--- src/rtl/stack_unit_pkg.sv ---
// stack_unit_pkg: shared types for the LIFO stack unit.
//   op_e      - per-cycle operation decoded from the push/pop strobes
//   decode_op - maps {push, pop} onto op_e
package stack_unit_pkg;

    typedef enum logic [1:0] {
        OP_IDLE = 2'b00,
        OP_POP  = 2'b01,
        OP_PUSH = 2'b10,
        OP_SWAP = 2'b11   // push and pop together: replace-top or pass-through
    } op_e;

    function automatic op_e decode_op(input logic push, input logic pop);
        op_e op;
        case ({push, pop})
            2'b10:   op = OP_PUSH;
            2'b01:   op = OP_POP;
            2'b11:   op = OP_SWAP;
            default: op = OP_IDLE;
        endcase
        return op;
    endfunction

endpackage

--- src/rtl/stack_unit_ram.sv ---
// stack_ram: storage array for stack_unit.
//   clk   - write clock
//   we    - write enable; wdata is stored at waddr on the rising edge
//   waddr - write address
//   wdata - write data
//   raddr - asynchronous read address
//   rdata - mem[raddr], combinational
// Contents are not reset.
module stack_ram
    import stack_unit_pkg::*;
#(
    parameter int WIDTH      = 8,
    parameter int DEPTH_LOG2 = 4
) (
    input  logic                  clk,
    input  logic                  we,
    input  logic [DEPTH_LOG2-1:0] waddr,
    input  logic [WIDTH-1:0]      wdata,
    input  logic [DEPTH_LOG2-1:0] raddr,
    output logic [WIDTH-1:0]      rdata
);

    localparam int DEPTH = 2 ** DEPTH_LOG2;

    logic [WIDTH-1:0] mem_q [DEPTH];

    always_ff @(posedge clk) begin
        if (we) begin
            mem_q[waddr] <= wdata;
        end
    end

    assign rdata = mem_q[raddr];

endmodule

--- src/rtl/stack_unit.sv ---
// stack_unit: hardware LIFO for CALL/RET and PUSH/POP storage.
//   clk, reset      - clock; synchronous active-high reset
//   clear           - synchronous flush (pointer, dout, error flags)
//   push, pop, din  - stack operations; both together replace the top
//   dout            - registered, last popped (or passed-through) word
//   count           - valid entries, 0..DEPTH
//   empty, full     - decoded from the pointer
//   overflow        - sticky: push rejected while full
//   underflow       - sticky: pop rejected while empty
module stack_unit
    import stack_unit_pkg::*;
#(
    parameter int WIDTH      = 8,
    parameter int DEPTH_LOG2 = 4
) (
    input  logic                  clk,
    input  logic                  reset,
    input  logic                  clear,
    input  logic                  push,
    input  logic                  pop,
    input  logic [WIDTH-1:0]      din,
    output logic [WIDTH-1:0]      dout,
    output logic [DEPTH_LOG2:0]   count,
    output logic                  empty,
    output logic                  full,
    output logic                  overflow,
    output logic                  underflow
);

    localparam int                  DEPTH   = 2 ** DEPTH_LOG2;
    localparam int                  SP_W    = DEPTH_LOG2 + 1;
    localparam logic [DEPTH_LOG2:0] SP_ONE  = SP_W'(1);
    localparam logic [DEPTH_LOG2:0] SP_FULL = SP_W'(DEPTH);

    logic [DEPTH_LOG2:0]   sp_q, sp_d, sp_m1;
    logic [WIDTH-1:0]      dout_q, dout_d;
    logic                  ovf_q, ovf_d;
    logic                  unf_q, unf_d;

    logic                  we;
    logic [DEPTH_LOG2-1:0] waddr;
    logic [WIDTH-1:0]      rdata;

    // Top of stack lives at sp-1; the read port always looks there so a
    // pop or replace-top picks up the old top before the write edge.
    assign sp_m1 = sp_q - SP_ONE;

    stack_ram #(
        .WIDTH      (WIDTH),
        .DEPTH_LOG2 (DEPTH_LOG2)
    ) u_ram (
        .clk   (clk),
        .we    (we),
        .waddr (waddr),
        .wdata (din),
        .raddr (sp_m1[DEPTH_LOG2-1:0]),
        .rdata (rdata)
    );

    assign empty     = (sp_q == '0);
    assign full      = (sp_q == SP_FULL);
    assign count     = sp_q;
    assign dout      = dout_q;
    assign overflow  = ovf_q;
    assign underflow = unf_q;

    always_comb begin
        sp_d   = sp_q;
        dout_d = dout_q;
        ovf_d  = ovf_q;
        unf_d  = unf_q;
        we     = 1'b0;
        waddr  = sp_q[DEPTH_LOG2-1:0];

        // Reset shares this path so a push in the same cycle never writes mem.
        if (reset || clear) begin
            sp_d   = '0;
            dout_d = '0;
            ovf_d  = 1'b0;
            unf_d  = 1'b0;
        end else begin
            case (decode_op(push, pop))
                OP_PUSH: begin
                    if (full) begin
                        ovf_d = 1'b1;
                    end else begin
                        we   = 1'b1;
                        sp_d = sp_q + SP_ONE;
                    end
                end
                OP_POP: begin
                    if (empty) begin
                        unf_d = 1'b1;
                    end else begin
                        dout_d = rdata;
                        sp_d   = sp_m1;
                    end
                end
                OP_SWAP: begin
                    if (empty) begin
                        dout_d = din;          // pass-through, nothing stored
                    end else begin
                        dout_d = rdata;        // old top out, new top in place
                        we     = 1'b1;
                        waddr  = sp_m1[DEPTH_LOG2-1:0];
                    end
                end
                default: ;
            endcase
        end
    end

    always_ff @(posedge clk) begin
        sp_q   <= sp_d;
        dout_q <= dout_d;
        ovf_q  <= ovf_d;
        unf_q  <= unf_d;
    end

endmodule

--- config.mk ---
export PLATFORM = sky130hd
export DESIGN_NAME = stack_unit
export DESIGN_NICKNAME = d
export VERILOG_FILES = /design/src/rtl/stack_unit_pkg.sv /design/src/rtl/stack_unit_ram.sv /design/src/rtl/stack_unit.sv
export SDC_FILE = /design/constraint.sdc
export NUM_CORES = 1
export LEC_CHECK = 0
export BUFFER_PORTS_ARGS = -buffer_cell sky130_fd_sc_hd__buf_2
export CORE_UTILIZATION = 35
export CTS_BUF_LIST = sky130_fd_sc_hd__clkbuf_8 sky130_fd_sc_hd__clkbuf_16
export DETAILED_ROUTE_END_ITERATION = 10
export GPL_TIMING_DRIVEN = 0
export PLACE_DENSITY = 0.52
export RECOVER_POWER = 100
export SLEW_MARGIN = 20
export SYNTH_ARGS = -nofsm -noshare
export SYNTH_HDL_FRONTEND = slang
export SYNTH_SLANG_ARGS = --single-unit
--- constraint.sdc ---
create_clock -name clk -period 5.2 [get_ports clk]
set_input_delay 0.26 -clock clk [delete_from_list [all_inputs] [get_ports clk]]
set_output_delay 0.26 -clock clk [all_outputs]
set_load 0.05 [all_outputs]
==> results of run 1 <==
-- registers in the layout, indices dropped and copies added (netlist names) --
name,count
u_ram.mem_q,128
dout,8
count,5
overflow,1
underflow,1
-- synth_stat cells (all sizes together), types with 2 or more instances --
cell type,count
mux4,32
nand3,7
nand2b,2
clkbuf,7
edfxtp,128
inv,5
o21a,8
a21oi,18
buf,10
nand2,11
ha,3
nor3,4
nor2,30
or3,3
a211oi,2
mux2i,2
o21ai,2
xnor2,6
nor2b,2
a31oi,13
o221ai,8
and3,8
nand4,2
dfxtp,15
-- stage by stage --
step                      instances   util  instance area (um^2)  power [mW]
after floorplan                 338      -                  5870        1.41
after global placement          582  0.390                  6280        1.48
after detailed placement        582  0.390                  6280        1.48
after CTS                       613  0.425                  6860        2.67
after global routing            613  0.423                  6810        2.73
final                           613  0.423                  6810        2.65
-- power by group through the flow --
| stage | logic, mW | clock network [mW] | registers, mW |
|---|---|---|---|
| final | 0.193 | 1.20 | 1.26 |
| after global routing | 0.209 | 1.26 | 1.26 |
| after CTS | 0.198 | 1.21 | 1.26 |
| after detailed placement | 0.198 | 0 | 1.29 |
| after global placement | 0.196 | 0 | 1.29 |
| after floorplan | 0.114 | 0 | 1.30 |
-- routing by layer --
| metal | global-route usage | vias to the layer above |
|---|---|---|
| li1 | - | 1460 |
| met1 | 0.224 | 1632 |
| met2 | 0.247 | 84 |
| met3 | 0.0455 | 12 |
| met4 | 0.0575 | 0 |
| met5 | 0 | - |
-- worst min-delay path by stage --
stage / slack, ns / start / cells after the start / end
after detailed placement: 0.47 / underflow / 2 / underflow
after CTS: 0.21 / push / 3 / overflow
after global placement: 0.45 / overflow / 2 / overflow
after floorplan: 0.36 / din[0] / 0 / u_ram.mem_q[0][0]
final: 0.22 / push / 3 / overflow
after global routing: 0.27 / push / 3 / overflow
-- tightest hold or removal path, delay by kind of cell --
kind,cells,cell delay [ns]
and+or+nand+nor,1,0.08
buffers and inverters,1,0.17
AOI/OAI and AO/OA,1,0.10
-- logic make-up (layout without fill, tap and decap cells) --
family,after synthesis,count (layout),synth area share
fa+ha+maj,3,3,0.00639
compound gates,53,53,0.0629
mux,35,35,0.128
buf+inv,22,81,0.0177
flops,143,143,0.706
xor+xnor,7,7,0.0104
simple gates,75,75,0.0686
-- cell type report --
type | count | share of cell area
sequential | 143 | 0.608
multi-input combinational | 173 | 0.237
clock buffer | 17 | 0.0624
tap | 216 | 0.0397
clock inverter | 14 | 0.0219
timing repair buffer | 28 | 0.0160
buffer | 17 | 0.0125
inverter | 5 | 0.00275
==> flow_metrics.py, run 1 <==
metrics = {
    "clock_network": {
        "root_buffer": "clkbuf_16",
        "htree_levels": 4,
        "cts_tree": "yes",
        "cts.sink_count": 143,
        "post_cts_buffers": 0,
        "path_clk_slew_ns": 0.06,
        "cts_buffers": 17,
        "cts_resized": 0,
        "insertion_delay_ns": 0.42,
        "cts_buffer_depth": 2,
        "ctsHoldBuffers": 0,
    },
    "logic_synthesis": {
        "synthCells": 338,
        "ys_ff_latch": 143,
        "ys_seq_area_frac": 0.706,
        "yosysWarningCount": 0,
        "yosys.area.top_type_share": 0.655,
        "synth_ff_type": "edfxtp_1",
        "synth.avg_cell_area_um2": 17.4,
        "synthArstFlopShare": 0,
        "synth.distinct_cells": 45,
        "syn-cell-area_um2": 5870,
        "synth-edff-count": 128,
        "syn-num-nets": 354,
        "synth_top_cells_by_area": "edfxtp_1, mux4_2, dfxtp_1, nor2_1, a21oi_1",
        "yosysTopAreaCell": "edfxtp_1",
    },
    "worst_setup_path": {
        "critPathTopFamily": "buffers and inverters",
        "worstPathCellList": "buf_2, buf_2, inv_1, ha_1, buf_2, buf_4, clkbuf_1, a31oi_1, nor2_1",
        "critPathMostFrequentCell": "buf_2",
        "cp_num_buf_inv": 6,
        "cp-end-kind": "flip-flop",
        "rrSetupSlack_ns": 0.87,
        "cp.arrival_ns": 4.37,
        "path_max_fanout": 10,
        "crit_path_end": "u_ram.mem_q[8][7]",
        "r2r-end": "u_ram.mem_q[8][7]",
        "r2r-start": "count[0]",
        "critPathLaunch": "count[0]",
        "worstSetupPathType": "flip-flop to flip-flop",
        "worstPathRequired_ns": 5.25,
        "slowest_delay_ns": 0.79,
        "critPathSlowestCell": "nor2_1",
        "reg2reg_depth": 9,
        "startpoint_type": "flip-flop",
        "cp.depth": 9,
    },
    "detailed_routing": {
        "viasPerCell": 5.20,
        "drtIter0Drc": 305,
        "top_layer": "met4",
        "met1Wirelength_um": 5960,
        "wl_um": 13100,
        "wl_per_cell_um": 21.4,
        "wl_met2_um": 6100,
        "drcViolationCount": 0,
        "first_pass_iters": 4,
        "wl_met3_um": 863,
        "drtAntennaViolNets": 0,
        "vias": 3188,
    },
    "sta": {
        "rsz0062_at_grt": "false",
        "max_slew_margin": 0.372,
        "tns_ns": 0,
        "hold_viol": 0,
        "period_needed_ns": 4.33,
        "timing.fmax_mhz": 231,
        "worst_slew_pin_slew_ns": 0.942,
        "min_period_over_period": 0.832,
        "fin_skew_ns": 0.0130,
        "setup_viol": 0,
        "hold_slack_ns": 0.219,
        "layout_setup_ws_ns": 0.872,
        "finalMaxSlewViolations": 0,
    },
    "power": {
        "power.share.combinational": 0.073,
        "p_int_mw": 2.06,
        "p_leak_nw": 2.12,
        "swShare": 0.223,
        "power_frac_clock": 0.451,
        "pwr-share-seq": 0.476,
        "p_per_area_nw_per_um2": 389,
        "peakVddDrop_mv": 0.228,
        "power.switching_mw": 0.593,
    },
    "placed_design": {
        "portBuffers": 28,
        "hpwl_um": 8690,
        "globalplace.congestion": 0.786,
        "pre_cts_ws_ns": 0.778,
    },
    "grt": {
        "grt_usage": 0.163,
        "grt_remaining_overflow": 0,
        "grt_pass1_vias": 3279,
        "antenna_found_initial": 0,
        "grt_max_degree": 18,
        "grt_pass1_wl_um": 20200,
    },
    "floorplan": {
        "die_area_um2": 17300,
        "fp.dieW_um": 132,
        "rows": 46,
        "die_y_um": 132,
        "core_area_um2": 16100,
        "io_pins": 30,
        "floorplan.initialDensity": 0.364,
    },
    "layout": {
        "fillers": 1488,
        "area.growth.synth_to_final_pct": 16.1,
        "final_cell_mix": "edfxtp_1, mux4_2, clkbuf_1",
        "layout_commonest_cell": "edfxtp_1",
        "post_route_cells_drive_above_1_share": 0.209,
        "regArea_um2": 4140,
        "antennaDiodeCount": 0,
        "nNetsFinal": 401,
        "multi_input_area_um2": 1610,
    },
    "outcome": {
        "status": "finished, final reports clean",
    },
    "worst_hold_path": {
        "min_path_type": "input pin to flip-flop",
    },
    "job": {
        "drv_cap": 0,
    },
}
No activity file was read; power rests on OpenSTA's default activity.
==> run 2: changes to the inputs <==
==> constraint.sdc (replaced) <==
create_clock -name clk -period 4 [get_ports clk]
set_input_delay 0.2 -clock clk [delete_from_list [all_inputs] [get_ports clk]]
set_output_delay 0.2 -clock clk [all_outputs]
set_load 0.05 [all_outputs]
==> flow_metrics.py, run 2 (synthesis results as in run 1) <==
metrics = {
    "outcome": {
        "status": "finished, final reports clean",
    },
    "floorplan": {
        "fp.dieW_um": 132,
        "io_pins": 30,
        "core_area_um2": 16100,
        "die_area_um2": 17300,
        "rows": 46,
        "die_y_um": 132,
        "floorplan.initialDensity": 0.364,
    },
    "detailed_routing": {
        "drcViolationCount": 0,
        "wl_um": 13200,
        "drtIter0Drc": 265,
        "drtAntennaViolNets": 0,
        "vias": 3212,
        "first_pass_iters": 5,
        "viasPerCell": 5.25,
        "wl_per_cell_um": 21.6,
    },
    "worst_setup_path": {
        "worstSetupPathType": "flip-flop to flip-flop",
        "worstPathCellList": "buf_2, buf_2, inv_1, ha_1, buf_2, buf_4, nor3_1, a31oi_1, nor2_1",
        "startpoint_type": "flip-flop",
        "critPathSlowestCell": "a31oi_1",
        "path_max_fanout": 19,
        "rrSetupSlack_ns": 0.19,
        "cp.arrival_ns": 3.88,
        "worstPathRequired_ns": 4.08,
        "reg2reg_depth": 9,
        "cp-end-kind": "flip-flop",
        "slowest_delay_ns": 0.60,
        "critPathMostFrequentCell": "buf_2",
    },
    "layout": {
        "antennaDiodeCount": 0,
        "largest_register": "u_ram.mem_q",
        "final_cell_mix": "edfxtp_1, mux4_2, clkbuf_1",
        "layout_commonest_cell": "edfxtp_1",
        "nNetsFinal": 400,
        "fin_cells": 612,
        "area.growth.synth_to_final_pct": 17.0,
        "post_route_cells_drive_above_1_share": 0.258,
        "largest_reg_flops": 128,
    },
    "sta": {
        "rsz0062_at_grt": "true",
        "finalMaxSlewViolations": 0,
        "max_slew_margin": 0.384,
        "tns_ns": 0,
        "hold_viol": 0,
        "period_needed_ns": 3.81,
        "fin_skew_ns": 0.0135,
        "worst_slew_pin_slew_ns": 0.924,
        "min_period_over_period": 0.951,
        "setup_viol": 0,
        "timing.fmax_mhz": 263,
    },
    "placed_design": {
        "placed_cells": 582,
        "portBuffers": 28,
        "globalplace.congestion": 0.786,
        "hpwl_um": 8690,
    },
    "grt": {
        "grt_remaining_overflow": 0,
        "grt_pass1_vias": 3301,
        "grt_max_degree": 20,
        "grt_usage": 0.164,
        "antenna_found_initial": 0,
        "grt_pass1_wl_um": 20300,
    },
    "clock_network": {
        "cts.sink_count": 143,
        "cts_buffers": 17,
        "path_clk_slew_ns": 0.06,
        "root_buffer": "clkbuf_16",
        "cts_buffer_depth": 2,
        "insertion_delay_ns": 0.42,
        "htree_levels": 4,
        "cts_tree": "yes",
        "post_cts_buffers": 0,
    },
    "worst_hold_path": {
        "whs_path_depth": 3,
        "min_path_type": "input pin to flip-flop",
    },
    "power": {
        "peakVddDrop_mv": 0.303,
        "p_leak_nw": 2.13,
        "p_per_area_nw_per_um2": 503,
    },
    "job": {
        "drv_cap": 0,
    },
}
==> run 2: timing repair <==
action / in CTS / in global routing
hold buffers: 0 / 0
resized for setup: 14 / 6
setup endpoints to repair: 128 / 47
==> run 2: final timing paths <==
| path | from | endpoint |
|---|---|---|
| worst max-delay path | count[0] | u_ram.mem_q[2][4] |
| worst max register to register | count[0] | u_ram.mem_q[2][4] |
| worst min register to register | overflow | overflow |
| worst min-delay path | push | overflow |
==> run 2: where the power goes <==
group / leakage [nW] / switching, mW / internal, mW
clock network: 0.282 / 0.596 / 0.963
registers: 1.27 / 0.00699 / 1.63
logic: 0.573 / 0.173 / 0.0834
total: 2.13 / 0.776 / 2.68
==> run 2: cell type report <==
type	count	area, um^2
fillers	1482	9250
flip-flops and latches	143	4140
multi-input cells	173	1670
clock buffers	17	425
well taps	216	270
clock inverters	14	149
repair buffers	28	111
plain buffers	16	82.6
inverters	5	18.8
==> run 2: critical path: cells and delay by family (launching register included) <==
kind,cells,cell delay [ns]
buffers and inverters,5,1.57
flip-flops,1,0.44
AND/OR/NAND/NOR,2,0.51
adder cells (fa/ha/maj),1,0.32
AO/OA/AOI/OAI,1,0.60
==> run 2: routing by layer <==
layer  vias to the layer above  part of all wire  GRT usage
met4                         0             0.013     0.0536
met2                       102              0.46      0.247
met5                         -                 0          0
met3                         9             0.060     0.0455
li1                       1457                 -          -
met1                      1644              0.47      0.228
==> run 2: metrics by stage <==
step,hold WS (ns),area (um^2),utilization,total power [mW],worst slack (ns)
2_1_floorplan,0.299,5870,-,1.84,0.388
3_3_place_gp,0.449,6280,0.390,1.93,-0.428
3_5_place_dp,0.466,6280,0.390,1.93,-0.422
4_1_cts,0.147,6900,0.428,3.48,0.0123
5_1_grt,0.214,6870,0.426,3.56,-0.0634
6_report,0.160,6870,0.426,3.46,0.195
